<file path="src/rtl/word_path_gen.sv">
// Word register and word counter slice for the Am2940-style DMA generator.
// Up/down counting with carry chaining, terminal-count modes, auto-reinit and done flags.
module word_path_gen #(
    parameter int WIDTH = 4
) (
    input  logic             clk,
    input  logic             res,
    input  logic             plwr,
    input  logic             selw,
    input  logic             plwc,
    input  logic             enw,
    input  logic             incw,
    input  logic             wci,
    input  logic [1:0]       mode,
    input  logic             auto_reinit,
    input  logic             done_clr,
    input  logic [WIDTH-1:0] bus_data_in,
    output logic [WIDTH-1:0] word_count_out,
    output logic [WIDTH-1:0] word_reg_out,
    output logic             wco,
    output logic             done,
    output logic             done_pulse
);

    localparam logic [1:0] MODE_ZERO    = 2'b00;
    localparam logic [1:0] MODE_COMPARE = 2'b01;
    localparam logic [1:0] MODE_CARRY   = 2'b10;
    localparam logic [1:0] MODE_NONE    = 2'b11;

    localparam logic [WIDTH-1:0] ALL_ONES = {WIDTH{1'b1}};
    localparam logic [WIDTH-1:0] ZERO     = {WIDTH{1'b0}};

    logic [WIDTH-1:0] word_reg;
    logic [WIDTH-1:0] counter;
    logic             done_q;
    logic             done_pulse_q;

    logic [WIDTH-1:0] nxt;
    logic             at_end;
    logic             cnt_en;
    logic             term;
    logic [WIDTH-1:0] counter_d;

    // Modulo-2^WIDTH step in the selected direction.
    function automatic logic [WIDTH-1:0] step_value(input logic [WIDTH-1:0] v,
                                                    input logic             up);
        if (up)
            return v + WIDTH'(1);
        else
            return v - WIDTH'(1);
    endfunction

    // The counter sits at the edge of its range for the current direction.
    function automatic logic range_edge(input logic [WIDTH-1:0] v,
                                        input logic             up);
        return up ? (v == ALL_ONES) : (v == ZERO);
    endfunction

    assign nxt    = step_value(counter, incw);
    assign at_end = range_edge(counter, incw);
    assign cnt_en = enw & wci & ~plwc;

    // Carry ripples to the next slice even while this slice is being loaded.
    assign wco = res & enw & wci & at_end;

    always_comb begin
        term = 1'b0;
        case (mode)
            MODE_ZERO:    term = cnt_en & (nxt == ZERO);
            MODE_COMPARE: term = cnt_en & (nxt == word_reg);
            MODE_CARRY:   term = cnt_en & at_end;
            MODE_NONE:    term = 1'b0;
            default:      term = 1'b0;
        endcase
    end

    // Explicit load beats auto-reinit, which beats a plain count step.
    always_comb begin
        counter_d = counter;
        if (plwc)
            counter_d = selw ? word_reg : bus_data_in;
        else if (term && auto_reinit)
            counter_d = word_reg;
        else if (cnt_en)
            counter_d = nxt;
    end

    always_ff @(posedge clk) begin
        if (!res) begin
            word_reg <= ZERO;
            counter  <= ZERO;
        end else begin
            if (plwr)
                word_reg <= bus_data_in;
            counter <= counter_d;
        end
    end

    // A terminal event sets done even when a clear arrives on the same edge.
    always_ff @(posedge clk) begin
        if (!res) begin
            done_q       <= 1'b0;
            done_pulse_q <= 1'b0;
        end else begin
            done_pulse_q <= term;
            if (term)
                done_q <= 1'b1;
            else if (done_clr || plwc)
                done_q <= 1'b0;
        end
    end

    assign word_count_out = counter;
    assign word_reg_out   = word_reg;
    assign done           = done_q;
    assign done_pulse     = done_pulse_q;

endmodule

</file>
<file path="config.mk">
export PLATFORM = sky130hd
export DESIGN_NAME = word_path_gen
export DESIGN_NICKNAME = d
export VERILOG_FILES = /design/src/rtl/word_path_gen.sv
export SDC_FILE = /design/constraint.sdc
export NUM_CORES = 1
export LEC_CHECK = 0
export ABC_AREA = 1
export ABC_CLOCK_PERIOD_IN_PS = 2190
export CORE_UTILIZATION = 30
export DETAILED_ROUTE_END_ITERATION = 7
export PLACE_DENSITY = 0.6
export SYNTH_ARGS = -nofsm -noshare
export SYNTH_HDL_FRONTEND = slang
export SYNTH_SLANG_ARGS = --single-unit
</file>
<file path="constraint.sdc">
create_clock -name clk -period 2.19 [get_ports clk]
set_clock_uncertainty 0.2 [all_clocks]
set_input_delay 0.438 -clock clk [delete_from_list [all_inputs] [get_ports clk]]
set_output_delay 0.438 -clock clk [all_outputs]
set_load 0.05 [all_outputs]
</file>
; ---- Yosys cells after proc, flatten, opt, wreduce, memory -nomap -nowiden
; Index checks and enable logic that the tools add are counted.
; Widths: inputs -> output; s select.
[totals]
regBits = 10
latch_bits = 0
ram_bits = 0
mem_bits_ro = 0
input_bits = 16
output_inout_bits = 11
mem_count = 0
[classes]
n_addsub = 2
n_mul = 0
div = 0
magnitude_cmp = 0
eq_ne = 5
shift = 0
muxes = 9
bitwise_logic = 9
n_reduce_logical = 7
[op_table]
columns = op, n
row1 = $mux 4, 5
row2 = $and 1x1->1, 8
row3 = $logic_not 4->1, 2
row4 = $add 4x1->4 const B, 1
row5 = $eq 2x2->1 const B, 2
row6 = $eq 4x4->1, 1
row7 = $eq 4x4->1 const B, 1
row8 = $pmux 1 s4, 1
row9 = $sub 4x1->4 const B, 1
row10 = $mux 1, 3
row11 = $reduce_bool 3->1, 1
row12 = $eq 2x1->1 const B, 1
row13 = $logic_not 2->1, 1
row14 = $reduce_bool 2->1, 1
row15 = $logic_and 1x1->1, 1
row16 = $logic_or 1x1->1, 1
row17 = $not 1->1, 1

; ---- Logic depth before layout (Yosys ltp)
[logic_depth]
depth_word = 8
depth_mapped = 15

; ---- Worst setup path after synthesis
; Ideal clock, no wire load.
[synth_timing]
kind = register to register
from = register counter[0], in the netlist word_count_out[0]
to = register counter[1], in the netlist word_count_out[1]
setup_ns = 0.067
arrival_ns = 2.258
slack_ns = -0.335
path_stages_with_launch = 14
n_path_buf = 1
path_cell_list = dfxtp_1 > buf_6 > inv_1 > fa_1 > nor2_1 > nor2_1 > nand3_1 > nor2_1 > nand3_1 > nand2_2 > nand3_2 > nand2_1 > nand3_1 > a21oi_2
[synth_between]
elab_chain_cells = 8
[synth_lines]
columns = element, line_no
row1 = from (decl), 34  ; logic [WIDTH-1:0] counter;
row2 = from (signal assigned), 95  ; counter <= counter_d;
row3 = $sub 4x1->4 / $add 4x1->4 (equally long branches), "50, 48"
row4 = $mux 4, 47  ; if (up)
row5 = $eq 4x4->1 / $logic_not 4->1 (equally long branches), "70, 69"
row6 = "$and 1x1->1, on equally long branches", "70, 69"
row7 = $pmux 1 s4, 68  ; case (mode)
row8 = $logic_and 1x1->1, 82  ; else if (term && auto_reinit)
row9 = $mux 4, 82
row10 = $mux 4, 80  ; if (plwc)
; Several ways; a longest one is shown, not always the timed one. The select of a mux whose other input is x is not followed.
; A chain may end at the register's enable or synchronous reset.

; ---- Worst setup path after layout
[layout_timing]
from = register counter[1], in the netlist word_count_out[1]
to = register counter[0], in the netlist word_count_out[0]
[layout_between]
elab_chain_cells = 8
[layout_lines]
columns = element, line_no
row1 = $sub 4x1->4 / $add 4x1->4 (equally long branches), "50, 48"
row2 = $mux 4, 47
row3 = $eq 4x4->1 / $logic_not 4->1 (equally long branches), "70, 69"
row4 = "$and 1x1->1, on equally long branches", "70, 69"
row5 = $pmux 1 s4 (*), 68
row6 = $logic_and 1x1->1 (*), 82
row7 = $mux 4, 82
row8 = $mux 4, 80
; Every way passes the cells marked *; elsewhere a longest branch is shown, timed or not.

==> results.json <==
{
  "area_delta_synth_final_pct": 51.7,
  "power_frac_comb": 0.473,
  "grt_pass1_vias": 942,
  "overflow": 0,
  "power_density_nw_per_um2": 521,
  "grt_pass1_wl_um": 4020,
  "cp_max_fo": 5,
  "ant_nets": 0,
  "hold_violations": 0,
  "p_int_uw": 436,
  "status": "finished clean",
  "place_congestion": 0.849,
  "peakVddDrop_uv": 261,
  "pwr-share-clk": 0.236,
  "min_path_type": "reg2reg",
  "fin_nets": 204,
  "cts_tree": "yes",
  "clock_latency_ps": 270,
  "antenna_cells": 0,
  "start_util": 0.323,
  "critPathLaunchType": "flop",
  "syn_area_sq_um": 907,
  "holdPathStages": 2,
  "crit_path_end_kind": "flop",
  "numCtsBuffers": 3,
  "vias": 1009,
  "rows": 19,
  "synth-seq-area-share": 0.221,
  "cts_root_buf": "clkbuf_4",
  "clk_pin_slew_ps": 70,
  "cap_violations": 0,
  "hpwlAfterDp_um": 2010,
  "fill_cells": 295,
  "slew_headroom": 0.667,
  "maxSlewViolCount": 0,
  "ctsHoldBuffers": 0,
  "post-route-util": 0.491,
  "grt_max_degree": 10,
  "switching_share": 0.392,
  "die_area_sq_um": 3250,
  "synth-seq-cells": 10,
  "wirelength_um": 2430,
  "io_pins": 27,
  "path_class": "reg2reg",
  "finalSetupTns_ps": 0,
  "clock_sinks": 10,
  "port_buffers": 26,
  "synth.net_count": 160,
  "coreArea_sq_um": 2810,
  "power_frac_seq": 0.291,
  "setup_viol": 0,
  "max_clock_freq_mhz": 468,
  "wl_per_cell_um": 11.5,
  "yosys-top-cells-area": "dfxtp_1, nand2_1, inv_1",
  "cts_buffer_depth": 2,
  "drt-initial-drc-count": 18,
  "fin_crit_sh": 0.976,
  "antenna_found_initial": 0,
  "drcViolationCount": 0,
  "power_switching_uw": 281,
  "syn_area_per_cell_sq_um": 6.62,
  "grt_usage": 0.158,
  "fin_hold_ws_ps": 296,
  "synth.top_cell.area_share": 0.221,
  "worst_ep_required_time_ps": 2150,
  "rsz0062_at_grt": "true",
  "ys_warn_count": 0,
  "post_drt_via_cell_ratio": 4.78,
  "fp.dieW_um": 57.0,
  "worst_pin_slew_ps": 499,
  "synth_top_cell_by_area": "dfxtp_1",
  "p_leak_uw": 0.000658,
  "synth.distinct_cells": 21,
  "syn_inst": 137,
  "r2r_cells": 13,
  "drive_gt1_frac": 0.322,
  "die_y_um": 57.0,
  "drtPass1Iterations": 4,
  "htreeDepth": 1,
  "arrival_ps": 2090,
  "fin_crit_ps": 2140
}
## flip-flops by register name (all words and copies together) (netlist names)
register / cells
word_count_out: 4
done: 1
word_reg_out: 4
done_pulse: 1
## kinds of logic after synthesis
logic type,share of synthesized area
AND/OR/NAND/NOR,0.366
AO/OA/AOI/OAI,0.189
buffers and inverters,0.120
flip-flops,0.221
adder cells (fa/ha/maj),0.105
## routing by layer
metal | wire [um] | track usage | share of wire
met5 | 0 | 0 | 0
met4 | 12 | 0.0314 | 0.0049
met3 | 113 | 0.0204 | 0.047
met2 | 1190 | 0.271 | 0.49
met1 | 1110 | 0.214 | 0.46
## final timing paths
path / from / end / slack [ps]
max: word_count_out[1] / word_count_out[0] / 50
min: done / done / 300
max reg2reg: word_count_out[1] / word_count_out[0] / 50
min reg2reg: done / done / 300
## repair_timing
| action | 4_1_cts | 5_1_grt |
|---|---|---|
| setup endpoints to repair | 7 | 7 |
| resized for setup | 2 | 13 |
| buffers inserted | 0 | 3 |
| pin swaps | 1 | 7 |
## worst max-delay path, stage by stage, from the launching register on
cell and delay, ps:
dfxtp_2 340, inv_2 50, fa_1 520, nand2_1 90, inv_1 40, nor2_1 80
nand3_1 70, nor2_1 90, nand3_1 90, nand2_2 130, buf_4 130, nand4_1 70
nand3_1 100, a21oi_2 50
## cells in the final DEF (no fill, tap or decap), types with 3 or more instances in the layout
master,instances
nor2_1,8
clkdlybuf4s50_1,17
dfxtp_1,8
nand2_1,20
nand2_2,10
nand4_1,4
ha_1,6
clkbuf_4,3
a21oi_1,11
nand3_1,12
a21oi_2,4
o21ai_0,12
buf_4,20
inv_1,20
inv_2,5
## power groups by stage
stage	Sequential, uW	Clock [uW]	Combinational, uW
after floorplan	255	0	159
after global placement	212	0	313
after detailed placement	212	0	316
after CTS	208	170	318
after global routing	210	181	370
final	209	170	339
## metrics by stage
step | std cells | area (sq um) | setup slack [ps] | power [uW]
after global routing | 211 | 1380 | -85.6 | 760
after detailed placement | 204 | 1280 | -549 | 528
after CTS | 208 | 1320 | 6.08 | 695
final | 211 | 1380 | 52.8 | 717
after floorplan | 137 | 915 | -56.0 | 414
after global placement | 204 | 1280 | -511 | 525
## synth_stat cells, drive strengths merged
library cell and n:
a21oi 16, buf 1, clkbuf 1, dfxtp 10, fa 1, ha 6
inv 25, nand2 32, nand3 16, nand3b 1, nand4 4, nor2 11
o21ai 13
## cell type report
class / instances / area, sq um / share of cell area
multi-input combinational: 100 / 633 / 0.460
timing repair buffer: 41 / 369 / 0.268
sequential: 10 / 205 / 0.149
inverter: 25 / 93.8 / 0.0682
tap: 31 / 38.8 / 0.0282
clock buffer: 4 / 36.3 / 0.0264
Power figures use the tool's default switching activity.
